$ cat src/rtl/fetch_pkg.sv
// Shared types and default widths for the instruction fetch stage.
// The optional return stack is enabled with the FETCH_RAS_EN macro.
package fetch_pkg;

  localparam int PC_W_DEF    = 10;
  localparam int INSTR_W_DEF = 12;
  localparam int OPC_W_DEF   = 6;
  localparam int RAS_D_DEF   = 4;

  typedef enum logic [1:0] {
    ISSUE = 2'd0,
    WAIT  = 2'd1,
    HOLD  = 2'd2
  } fetch_state_t;

endpackage

$ cat src/rtl/fetch_ras.sv
// Circular return-address stack for call/return redirects (built only with FETCH_RAS_EN).
// Pop on empty yields 0, push on full overwrites the oldest entry; both set a sticky err.
module fetch_ras
  import fetch_pkg::*;
#(
  parameter int PC_W  = PC_W_DEF,
  parameter int RAS_D = RAS_D_DEF
) (
  input  logic            CK,
  input  logic            CLR,
  input  logic            push,
  input  logic            pop,
  input  logic [PC_W-1:0] push_addr,
  output logic [PC_W-1:0] pop_addr,
  output logic            err
);

  localparam int SP_W  = (RAS_D > 1) ? $clog2(RAS_D) : 1;
  localparam int CNT_W = $clog2(RAS_D + 1);

  logic [PC_W-1:0]  stack [RAS_D];
  logic [SP_W-1:0]  sp_reg, sp_pop;
  logic [CNT_W-1:0] cnt_reg, cnt_pop;
  logic             empty, full_after_pop;

  assign empty = (cnt_reg == '0);

  // The pop is resolved first so a simultaneous push lands in the freed slot.
  always_comb begin
    sp_pop   = sp_reg;
    cnt_pop  = cnt_reg;
    pop_addr = '0;
    if (pop && !empty) begin
      sp_pop   = sp_reg - SP_W'(1);
      cnt_pop  = cnt_reg - CNT_W'(1);
      pop_addr = stack[sp_pop];
    end
  end

  assign full_after_pop = (cnt_pop == CNT_W'(RAS_D));

  always_ff @(posedge CK or negedge CLR) begin
    if (!CLR) begin
      sp_reg  <= '0;
      cnt_reg <= '0;
      err     <= 1'b0;
    end else begin
      if (push) begin
        sp_reg  <= sp_pop + SP_W'(1);
        cnt_reg <= full_after_pop ? cnt_pop : cnt_pop + CNT_W'(1);
      end else begin
        sp_reg  <= sp_pop;
        cnt_reg <= cnt_pop;
      end
      if ((pop && empty) || (push && full_after_pop)) begin
        err <= 1'b1;
      end
    end
  end

  always_ff @(posedge CK) begin
    if (push) begin
      stack[sp_pop] <= push_addr;
    end
  end

endmodule

$ cat src/rtl/fetch_unit.sv
// Instruction fetch stage: PC, single-outstanding memory handshake and an IR towards decode.
// Optional return stack for call/return redirects under the FETCH_RAS_EN macro.
module fetch_unit
  import fetch_pkg::*;
#(
  parameter int PC_W    = PC_W_DEF,
  parameter int INSTR_W = INSTR_W_DEF,
  parameter int OPC_W   = OPC_W_DEF,
  parameter int RAS_D   = RAS_D_DEF
) (
  input  logic               CK,
  input  logic               CLR,
  output logic [PC_W-1:0]    mem_addr,
  output logic               mem_oe,
  input  logic [INSTR_W-1:0] mem_data,
  input  logic               mem_valid,
  output logic [INSTR_W-1:0] ir,
  output logic [OPC_W-1:0]   ir_opc,
  output logic [PC_W-1:0]    ir_pc,
  output logic               ir_valid,
  input  logic               ir_ready,
  input  logic               redir_valid,
  input  logic               redir_rel,
  input  logic [PC_W-1:0]    redir_off,
  input  logic               redir_call,
  input  logic               redir_ret,
  output logic               ras_err
);

  fetch_state_t       state_reg, state_next;
  logic [PC_W-1:0]    pc_reg, pc_next;
  logic [PC_W-1:0]    ir_pc_reg, ir_pc_next;
  logic [INSTR_W-1:0] ir_reg, ir_next;
  logic               ir_valid_reg, ir_valid_next;
  logic               discard_reg, discard_next;
  logic               armed_reg;
  logic               redir_take;
  logic [PC_W-1:0]    offset_target, target;

  assign redir_take    = redir_valid && ir_valid_reg;
  assign offset_target = redir_rel ? (ir_pc_reg + redir_off) : redir_off;

`ifdef FETCH_RAS_EN
  logic [PC_W-1:0] ras_addr;

  fetch_ras #(
    .PC_W  (PC_W),
    .RAS_D (RAS_D)
  ) u_ras (
    .CK        (CK),
    .CLR       (CLR),
    .push      (redir_take && redir_call),
    .pop       (redir_take && redir_ret),
    .push_addr (ir_pc_reg + PC_W'(1)),
    .pop_addr  (ras_addr),
    .err       (ras_err)
  );

  assign target = redir_ret ? ras_addr : offset_target;
`else
  logic unused_redir;
  assign unused_redir = &{1'b0, redir_call, redir_ret, RAS_D[0]};
  assign target       = offset_target;
  assign ras_err      = 1'b0;
`endif

  // armed_reg keeps the request strobe low while reset is held and for the release cycle.
  assign mem_oe   = (state_reg == ISSUE) && armed_reg;
  assign mem_addr = pc_reg;
  assign ir       = ir_reg;
  assign ir_opc   = ir_reg[OPC_W-1:0];
  assign ir_pc    = ir_pc_reg;
  assign ir_valid = ir_valid_reg;

  always_comb begin
    state_next    = state_reg;
    pc_next       = pc_reg;
    ir_next       = ir_reg;
    ir_pc_next    = ir_pc_reg;
    ir_valid_next = ir_valid_reg;
    discard_next  = discard_reg;
    case (state_reg)
      ISSUE: begin
        if (armed_reg) begin
          state_next = WAIT;
        end
      end
      WAIT: begin
        if (redir_take) begin
          // Unreachable while ir_valid is clear in WAIT; drops the in-flight word if it happens.
          pc_next       = target;
          ir_valid_next = 1'b0;
          discard_next  = !mem_valid;
          state_next    = mem_valid ? ISSUE : WAIT;
        end else if (mem_valid) begin
          if (discard_reg) begin
            discard_next = 1'b0;
            state_next   = ISSUE;
          end else begin
            ir_next       = mem_data;
            ir_pc_next    = pc_reg;
            ir_valid_next = 1'b1;
            pc_next       = pc_reg + PC_W'(1);
            state_next    = HOLD;
          end
        end
      end
      HOLD: begin
        if (redir_take) begin
          pc_next       = target;
          ir_valid_next = 1'b0;
          state_next    = ISSUE;
        end else if (ir_valid_reg && ir_ready) begin
          ir_valid_next = 1'b0;
          state_next    = ISSUE;
        end
      end
      default: begin
        state_next = ISSUE;
      end
    endcase
  end

  always_ff @(posedge CK or negedge CLR) begin
    if (!CLR) begin
      state_reg    <= ISSUE;
      pc_reg       <= '0;
      ir_reg       <= '0;
      ir_pc_reg    <= '0;
      ir_valid_reg <= 1'b0;
      discard_reg  <= 1'b0;
      armed_reg    <= 1'b0;
    end else begin
      state_reg    <= state_next;
      pc_reg       <= pc_next;
      ir_reg       <= ir_next;
      ir_pc_reg    <= ir_pc_next;
      ir_valid_reg <= ir_valid_next;
      discard_reg  <= discard_next;
      armed_reg    <= 1'b1;
    end
  end

endmodule

$ cat config.mk
export PLATFORM = sky130hd
export DESIGN_NAME = fetch_unit
export DESIGN_NICKNAME = d
export VERILOG_FILES = /design/src/rtl/fetch_pkg.sv /design/src/rtl/fetch_ras.sv /design/src/rtl/fetch_unit.sv
export SDC_FILE = /design/constraint.sdc
export NUM_CORES = 1
export LEC_CHECK = 0
export ABC_AREA = 1
export CAP_MARGIN = 0
export CORE_AREA = 2 2 74 76
export DETAILED_ROUTE_END_ITERATION = 8
export DIE_AREA = 0 0 76 78
export GPL_TIMING_DRIVEN = 0
export PLACE_DENSITY = 0.77
export SYNTH_ARGS = -nofsm -noshare
export SYNTH_HDL_FRONTEND = slang
export SYNTH_SLANG_ARGS = --single-unit
$ cat constraint.sdc
create_clock -name CK -period 2.34 [get_ports CK]
set_input_delay 0.234 -clock CK [delete_from_list [all_inputs] [get_ports CK]]
set_output_delay 0.234 -clock CK [all_outputs]
set_load 0.01 [all_outputs]
== Yosys cells after proc, flatten, opt, wreduce, memory -nomap -nowiden ==
Index checks and enable logic that the tools add are counted.
Word-level totals
  flip-flop bits (word level): 37
  bits in latches: 0
  memory bits (writable): 0
  memory bits (read-only): 0
  input bits: 30
  output and inout bits: 41
  word-level logic and storage cells: 52
  memories: 0
Operators by class
  add/subtract/negate cells: 2
  $mul: 0
  divide/modulo/power cells: 0
  $lt $le $gt $ge: 0
  eq/ne operators: 7
  shift-type cells: 0
  muxes and demuxes: 22
  bitwise logic cells: 2
  reduce and logical (&&, ||, !) cells: 12
Operators with widths (number)
  $mux 10: 5
  $pmux 10 s2: 1
  $mux 2: 6
  $reduce_and 4->1: 3
  $add 10x1->10 const B: 1
  $add 10x10->10: 1
  $ne 3x3->1 const B: 3
  $mux 1: 8
  $pmux 2 s3: 1
  $ne 2x2->1 const B: 2
  $reduce_bool 2->1: 2
  $logic_and 1x1->1: 3
  $reduce_and 3->1: 1
  $eq 2x1->1 const B: 1
  $eq 2x2->1 const B: 1
  $logic_not 2->1: 1
  $not 1->1: 2
  $pmux 1 s2: 1
  $reduce_and 2->1: 1
  $logic_not 1->1: 1

== Logic depth before layout (Yosys ltp) ==
  word-level depth: 5
  mapped depth: 12
  depth with buffers taken out: 12

== Worst setup path before layout ==
Ideal clock, no wire load.
  path kind: register to register
  start: reg ir_pc_reg[0], in the netlist ir_pc[0]
  end: reg pc_reg[6], in the netlist mem_addr[6]
  setup time: 0.116 ns
  arrival time: 1.585 ns
  data required time: 2.224 ns
  setup slack: 0.639 ns
  cell stages (with the launch flop): 11
  path buffers: 0
  cells stage by stage: dfrtp_1 > ha_1 > fa_1 > nand3_1 > nand2_1 > nand3_1 > nand3b_1 > nand3_1 > nand2_1 > nand2_1 > nand2_1
On the way
  longest elaborated chain between the ends: 4
  elaborated cells between the ends (all ways): 5
RTL lines
  start: declaration: line fetch_unit.sv:32  | logic [PC_W-1:0] ir_pc_reg, ir_pc_next;
  start signal: assignment: line fetch_unit.sv:137  | ir_pc_reg <= ir_pc_next;
  $add 10x10->10 (*): line fetch_unit.sv:41  | assign offset_target = redir_rel ? (ir_pc_reg + redir_off) : redir_off;
  $mux 10 (*): line fetch_unit.sv:41
  $mux 10, on equally long branches: line fetch_unit.sv:109, fetch_unit.sv:89
  $pmux 10 s2 (*): line fetch_unit.sv:82  | case (state_reg)
  end signal: assignment: line fetch_unit.sv:135  | pc_reg <= pc_next;
  end: declaration: line fetch_unit.sv:31  | logic [PC_W-1:0] pc_reg, pc_next;
Every way passes the cells marked *; elsewhere a longest branch is shown, timed or not. The select of a mux whose other input is x is not followed.
A chain may end at the register's enable or synchronous reset.

== Final worst setup path ==
  start: reg ir_pc_reg[0], in the netlist ir_pc[0]
  end: reg pc_reg[4], in the netlist mem_addr[4]
Same word-level chain as after synthesis.

==> impl_metrics.yaml <==
clock_tree:
  post_cts_buffers: 0
  cts_buffers: 5
  cts_resized: 0
  clockBufferDepth: 2
  cts_tree: "yes"
  clockRootBuffer: "clkbuf_8"
  clkTransAtPathRegs_ns: 0.08
  cts.sinks: 37
  clock_latency_ns: 0.29
  hold_buffers: 0
  htree_levels: 2
synthesis:
  synthTopCellsByArea: "dfrtp_1 40%, nand2_1 21%, ha_1 5.4%, o21ai_0 4.7%, a21oi_1 4.3%"
  synth_nets: 365
  avgSynthCellArea_um2: 7.18
  synth_top_family_by_area: "simple AND/OR/NAND/NOR gates"
  syn_area_um2: 2330
  synthXorXnorAreaFrac_pct: 1.13
  synth_compound_gate_area_share_pct: 11.5
  synth_top_cell_area_share_pct: 39.8
  synth.distinct_cells: 31
  synthAdderAreaFrac_pct: 6.24
  synth_simple_gate_area_share_pct: 31.9
  yosys.area.top_type: "dfrtp_1"
  ys_warn_count: 0
  synth_mux_area_share_pct: 0
  synth-seq-area-share_pct: 39.8
  syn_inst: 324
  ys_seq_elements: 37
global_routing:
  grt_max_degree: 38
  overflow: 0
  grt_pass1_vias: 2139
  track_usage_pct: 20.5
  antenna_found_initial: 0
  grt_pass1_wl_um: 9830
timing:
  hold_viol: 0
  setup_viol: 0
  clock_skew_ns: 0.00762
  min_period_ns: 1.91
  clock.fmax_ghz: 0.524
  finalMaxSlewViolations: 0
  fin_crit_sh_pct: 81.6
  worst_pin_slew_ns: 0.816
  max_slew_margin_pct: 45.6
  finalSetupTns_ns: 0
  rsz0062_at_grt: "no"
  hold_ws_ns: 0.0226
route:
  vias: 2297
  wirelength_um: 5810
  viasPerCell: 4.91
  postRouteAntennaNets: 0
  drt_first_pass_iters: 4
  post_drt_wl_per_cell_um: 12.4
  drc: 0
  drt_iter0_markers: 145
cells_and_area:
  area_growth_pct: 35.8
  drive_gt1_share_pct: 8.54
  fin_util_pct: 62.7
  diodes: 0
  largest_reg_flops: 12
  fin_area_um2: 3160
  fin_nets: 438
floorplanning:
  die_height_um: 78
  ios: 71
  start_util_pct: 46.2
  die_area_um2: 5930
  die_w_um: 76
  row_count: 26
  core_um2: 5040
critical_path:
  worst_ep_arrival_time_ns: 2.14
  worstPathMaxFanout: 3
  end_kind: "register"
  path_common_cell: "nand2_1"
  worstSetupPathType: "reg -> reg"
  critPathMaxStageDelay_ns: 0.43
  cp-start-kind: "register"
  worstSetupStartpoint: "ir_pc[0]"
  crit_chain: "ha_1 -> fa_1 -> nand3_1 -> nand2_1 -> xnor2_1 -> o21ai_0 -> nand2_1 -> nand2_1"
  timing.rr.start: "ir_pc[0]"
  crit_required_ns: 2.57
  cp_slowest_cell: "fa_1"
hold_path:
  min_path_type: "in -> async"
placement:
  globalplace.congestion: 0.901
  io_buffer_count: 66
  dp.final_hpwl_um: 4380
  dpl_cell_area_um2: 3070
power_and_ir_drop:
  peakVddDrop_mv: 0.681
  leakage_nw: 1.57
  p_per_area_nw_per_um2: 1260
  total_power_w: 0.00398
run:
  drv_cap: 0
outcome:
  status: "finished clean"
==> cells in the mapped netlist (all sizes together) <==
cell type	count
or2	1
nand2	133
a21oi	20
a31oi	4
nor3	2
o21a	1
dfrtp	37
nand4	1
nor2	17
buf	13
clkbuf	1
conb	2
o211ai	1
fa	1
and2	1
a22o	1
nand3b	4
inv	29
o21ai	22
a22oi	1
xnor2	3
ha	10
nand3	19
==> final timing paths <==
path	endpoint	slack, ns	cells after the start
max reg2reg	mem_addr[4]	0.43	8
max in group asynchronous	ir_pc[8]	1.79	1
min in group CK	mem_addr[8]	0.37	5
min reg2reg	ir[6]	0.48	2
min	ir[10]	0.02	1
max	mem_addr[4]	0.43	8
==> metrics by stage <==
stage               setup slack [ns]  std cells
finish                         0.431        468
global route                   0.329        468
CTS                            0.455        468
detailed placement             0.215        460
global placement               0.166        460
floorplan                      0.639        324
==> placed cells by master, fill, tap and decap left out, drive strengths merged <==
cell             n
a31oi            4
o21a             1
clkdlybuf4s50   65
o21ai           22
nand2          133
clkinv           1
dfrtp           37
a22oi            1
ha              10
nand3b           4
or2              1
a21oi           20
clkbuf           6
and2             1
buf             14
fa               1
nand3           19
nor3             2
nor2            17
nand4            1
clkinvlp         1
a22o             1
o211ai           1
xnor2            3
conb             2
inv             30
==> cell families after synthesis <==
kind of cell    after synthesis
compound gates               50
fa+ha+maj                    11
buf+inv                      43
xor+xnor                      3
other cells                   2
flops                        37
simple gates                178
==> critical path, delay by kind of cell (launching register included) <==
| kind | cells | cell delay [ns] |
|---|---|---|
| simple gates | 4 | 0.36 |
| fa+ha+maj | 2 | 0.70 |
| compound gates | 1 | 0.24 |
| flops | 1 | 0.41 |
| xor+xnor | 1 | 0.15 |
==> area by class of cell <==
cell class / count / area [um^2]
flip-flops and latches: 37 / 926
repair buffers: 66 / 656
plain buffers: 14 / 101
fillers: 458 / 1880
clock inverters: 3 / 21.3
inverters: 29 / 111
well taps: 70 / 87.6
multi-input cells: 244 / 1190
clock buffers: 5 / 68.8
==> metal layers <==
metal	up-vias	global-route usage, %	share of wire (%)
li1	1177	-	-
met1	1035	26.9	46
met2	77	34.4	46
met3	8	4.19	7.1
met4	0	6.36	1.1
met5	-	0	0
==> report_power, final <==
group,leakage [nW],switching [W],internal (W)
combinational,1.06,0.00117,0.00113
clock,0.0445,0.000245,0.000211
sequential,0.462,0.000299,0.000927
Note: power is estimated with default switching activity, not from simulation.
==> variant 1: new RTL, config.mk and constraints unchanged <==
`ir_reg` no longer has a reset.
--- a/src/rtl/fetch_unit.sv
+++ b/src/rtl/fetch_unit.sv
@@ -125,7 +125,6 @@
     if (!CLR) begin
       state_reg    <= ISSUE;
       pc_reg       <= '0;
-      ir_reg       <= '0;
       ir_pc_reg    <= '0;
       ir_valid_reg <= 1'b0;
       discard_reg  <= 1'b0;
@@ -133,7 +132,6 @@
     end else begin
       state_reg    <= state_next;
       pc_reg       <= pc_next;
-      ir_reg       <= ir_next;
       ir_pc_reg    <= ir_pc_next;
       ir_valid_reg <= ir_valid_next;
       discard_reg  <= discard_next;
@@ -141,5 +139,9 @@
     end
   end
 
+  always_ff @(posedge CK) begin
+    ir_reg <= ir_next;
+  end
+
 endmodule
 
Behaviour: not the same (Yosys sat finds a counterexample within 4 cycles, from zero or initial values; the reset may be asserted at any time).
==> variant 1 against the unedited design <==
Power is 8.4% lower. Synthesized cell count fell by 7.1%. Setup slack got worse by 0.028 ns. Cell area down 1.0%. Final cell count shrank 4.9%. Area after synthesis down 1.6%. Sequential cell count is the same. Wire length is 2.4% lower. Critical path type unchanged. Critical endpoint is now ir_pc[6]$_DFFE_PN0P_. Largest cell class unchanged.
==> variant 1: results (changes against the unedited design) <==
[final_layout]
layout-drive-gt1-share_pct=8.00  ; -0.54 points
buffer_area_share_pct=23.8  ; -0.15 points
fillers=457  ; -0.22%
multi_input_gates=220  ; -9.8%
layout.nets=415  ; -5.3%
clkCellAreaFrac_pct=2.88  ; +0.030 points
multi_input_area_share_pct=35.1  ; -2.5 points
signal_buffers=78  ; -2.5%
seq_share_pct=31.5  ; +2.2 points
inv_count=32  ; +10%
seq_cells=37  ; unchanged

[logic_synthesis]
synthDistinctLibCells=34  ; +9.7%
synth_edf_count=12  ; +12
seq_area_frac_synth_pct=43.1  ; +3.3 points
syn_nets=342  ; -6.3%
yosysTopAreaCellShare_pct=27.3  ; -12 points
synth.avg_cell_area_sq_um=7.61  ; +5.9%
synth-async-reset-ratio_pct=67.6  ; -32 points
synth_commonest_cells=106 x nand2_1, 30 x inv_1, 25 x dfrtp_1, 24 x nand3_1, 18 x nor2_1
synth_area_leaders=dfrtp_1 27%, nand2_1 17%, edfxtp_1 16%
yosysWarnings=0  ; unchanged

[worst_setup_path]
rrSetupSlack_ns=0.40  ; -0.03 ns
max_stage_delay_ns=0.71  ; +0.28 ns
cp_top_family=simple AND/OR/NAND/NOR gates
ff2ff_path_depth=7  ; -1
worstSetupStartpoint=state_reg[1]$_DFFE_PN0P_
slowest_stage=nor3_4
cp_max_fo=19  ; +16
r2r-end=ir_pc[6]$_DFFE_PN0P_

[status]
status=complete, no violations

[power_and_ir_drop]
power_density_nw_per_um2=1170  ; -7.4%
vdd_drop_max_mv=0.909  ; +34%
leakagePower_uw=0.00147  ; -6.0%

[timing]
holdWs_ns=0.401  ; +0.379 ns
max-slew-margin-rel_pct=27.0  ; -19 points
clock_skew_ns=0.00830  ; +0.000677 ns
finalCritPeriodShare_pct=82.8  ; +1.2 points

[placed_design]
post-place-ws_ns=0.151  ; -0.0639 ns
place_area_sq_um=3040  ; -1.1%
dp_hpwl_um=4440  ; +1.4%
place.gp.congestion=0.879  ; -2.4%
dpl.cell_count=437  ; -5.0%

[min_path]
hold_path_class=input port to flop
min_path_cells=5

[detailed_routing]
routed_wl_um=5670  ; -2.4%
vias=2166  ; -5.7%
drt_iter0_markers=102  ; -30%
dr.pass1.iters=4  ; unchanged
wl_per_cell_um=12.7  ; +2.7%

[die]
die_w_um=76  ; unchanged

[grt]
grt_pass1_wl_um=9620  ; -2.1%
grt_pass1_vias=2078  ; -2.9%
grt_max_degree=26  ; -32%
track_usage_pct=20.1  ; -0.44 points

variant 1: cell count changes after synthesis, moves of 3 or more:
cell and change:
nor2_1 +3, inv_1 +7, a21oi_1 -3, nand2_1 -25, nor3_1 +5, nand3b_1 -3, nand3_1 +6, inv_2 -4
o21ai_0 -8, edfxtp_1 +12, a31oi_1 -3, dfrtp_1 -12
variant 1: per-layer routing:
layer  routed length (um)  track usage (%)  vias to the layer above
li1                     -                -                     1115
met1                 2690             27.9                      994
met2                 2690             32.9                       51
met3                  222             2.67                        6
met4                   66             6.18                        0
met5                    0                0                        -
variant 1: worst min-delay path by stage:
| stage | start | to |
|---|---|---|
| final | redir_rel | mem_addr[9]$_DFFE_PN0P_ |
| after global routing | redir_rel | mem_addr[6]$_DFFE_PN0P_ |
| after CTS | redir_rel | mem_addr[9]$_DFFE_PN0P_ |
| after detailed placement | ir_pc[0]$_DFFE_PN0P_ | ir_pc[0]$_DFFE_PN0P_ |
| after global placement | ir_pc[0]$_DFFE_PN0P_ | ir_pc[0]$_DFFE_PN0P_ |
| after floorplan | CLR | armed_reg$_DFF_PN0_ |
variant 1: logic make-up (layout without fill, tap and decap cells):
| group | count (synthesis) | count (layout) | share of synthesized area [%] |
|---|---|---|---|
| buffers and inverters | 44 | 118 | 9.02 |
| XOR/XNOR | 3 | 3 | 1.15 |
| AND/OR/NAND/NOR | 164 | 164 | 30.4 |
| flip-flops | 37 | 37 | 43.1 |
| AO/OA/AOI/OAI | 40 | 40 | 9.73 |
| other | 2 | 2 | 0.328 |
| adder cells (fa/ha/maj) | 11 | 11 | 6.34 |
variant 1: power breakdown:
group,switching [uW],internal [uW],leakage [uW]
Clock,237,211,0.0000445
Combinational,1130,909,0.00100
Sequential,249,914,0.000425
Total,1620,2030,0.00147
==> variant 2: new RTL, same flow settings <==
Made on the original files. The package constant `OPC_W_DEF` goes from 6 to 12.
--- a/src/rtl/fetch_pkg.sv
+++ b/src/rtl/fetch_pkg.sv
@@ -4,7 +4,7 @@
 
   localparam int PC_W_DEF    = 10;
   localparam int INSTR_W_DEF = 12;
-  localparam int OPC_W_DEF   = 6;
+  localparam int OPC_W_DEF   = 12;
   localparam int RAS_D_DEF   = 4;
 
   typedef enum logic [1:0] {
Ports: changed (resized ir_opc); port bits go from 71 to 77. No check against the original RTL was run, so the function may have changed too.
==> variant 2 against the unedited design <==
Critical path depth increased by 2. Synthesized cell count rose by 1.9%. Wire length rose by 0.19%. First-iteration DRC count is 3.4% lower. Setup slack improved by 0.027 ns. Power increased by 3.4%. Sequential power about the same. Fmax up 1.4%. Cell area increased by 2.8%. Area after synthesis increased by 1.9%. Sequential cell count unchanged.
==> variant 2: results (changes against the unedited design) <==
[detailed_routing]
wl_met1_um=2710  ; +1.5%
wl_met2_um=2620  ; -1.2%
dr_wl_met3_um=408  ; -0.97%
routed_wl_um=5820  ; +0.19%
vias=2370  ; +3.2%
drt_iter0_markers=140  ; -3.4%

[grt]
track_usage_pct=20.3  ; -0.20 points
grt_pass1_wl_um=9890  ; +0.70%
grt_pass1_vias=2206  ; +3.1%
grtUsageMet1_pct=26.3  ; -0.57 points
use_met3_pct=4.88  ; +0.70 points

[final_layout]
layout.nets=450  ; +2.7%
layout-drive-gt1-share_pct=9.31  ; +0.77 points

[logic_synthesis]
yosys.area_share.xor_xnor_pct=1.11  ; -0.021 points
synthMuxAreaShare_pct=0  ; unchanged
syn_nets=371  ; +1.6%
seq_area_frac_synth_pct=39.0  ; -0.76 points
synth_area_leaders=dfrtp_1 39%, nand2_1 21%, ha_1 5.3%
synth_compound_area_share_pct=11.2  ; -0.22 points
synth_fa_ha_area_share_pct=6.12  ; -0.12 points

[status]
status=complete, no violations

[power_and_ir_drop]
vdd_drop_max_mv=0.793  ; +17%
leakagePower_uw=0.00162  ; +3.1%
p_switching_uw=1740  ; +1.3%

[worst_setup_path]
crit_arrival_ns=2.06  ; -0.08 ns
ff2ff_path_depth=10  ; +2
r2r-end=mem_addr[6]$_DFFE_PN0P_
rrSetupSlack_ns=0.46  ; +0.03 ns

[timing]
clock_skew_ns=0.00805  ; +0.000433 ns
holdWs_ns=0.0458  ; +0.0232 ns
post-route-min-period_ns=1.88  ; -0.0271 ns
max-slew-margin-rel_pct=45.2  ; -0.42 points

[placed_design]
dp_hpwl_um=4390  ; about the same
post-place-ws_ns=0.214  ; -0.00153 ns
io_buffer_count=72  ; +9.1%
place.gp.congestion=0.880  ; -2.3%

==> variant 2: cell count changes after synthesis <==
cell,delta
buf_4,+6
==> variant 2: through the flow <==
step	total power, uW	instances	area [sq um]
after global routing	4500	478	3250
after detailed placement	3720	472	3180
after CTS	4150	478	3250
final	4120	478	3250
after global placement	3660	472	3180
after floorplan	2630	330	2370
==> variant 2: cell type report <==
cell class | instances | area share, %
multi-input cells | 244 | 36.6
flip-flops and latches | 37 | 28.5
repair buffers | 72 | 22.0
plain buffers | 20 | 4.51
inverters | 29 | 3.43
well taps | 70 | 2.70
clock buffers | 5 | 2.12
clock inverters | 1 | 0.154
==> variant 2: worst max-delay path: stages (launching register included) <==
cell,delay (ns)
dfrtp_1,0.41
ha_1,0.26
fa_1,0.42
nand3_1,0.11
nand2_1,0.12
nand3_1,0.11
nand3b_1,0.08
nand3_1,0.11
nand2_1,0.06
nand2_1,0.05
nand2_1,0.05
==> variant 2: worst max-delay path by stage <==
stage	start	to	cells after the start
after floorplan	ir_pc[0]$_DFFE_PN0P_	mem_addr[6]$_DFFE_PN0P_	10
after global placement	CLR	ir[7]$_DFFE_PN0P_	1
after detailed placement	redir_off[0]	mem_addr[6]$_DFFE_PN0P_	11
after CTS	ir_pc[0]$_DFFE_PN0P_	mem_addr[6]$_DFFE_PN0P_	10
after global routing	ir_pc[0]$_DFFE_PN0P_	mem_addr[6]$_DFFE_PN0P_	11
final	ir_pc[0]$_DFFE_PN0P_	mem_addr[6]$_DFFE_PN0P_	10
==> variant 2: power groups by stage <==
stage               clock [uW]  combinational (uW)  sequential (uW)
global placement             0                2430             1230
detailed placement           0                2480             1230
global route               444                2780             1280
floorplan                    0                1330             1300
CTS                        419                2500             1230
finish                     407                2480             1230
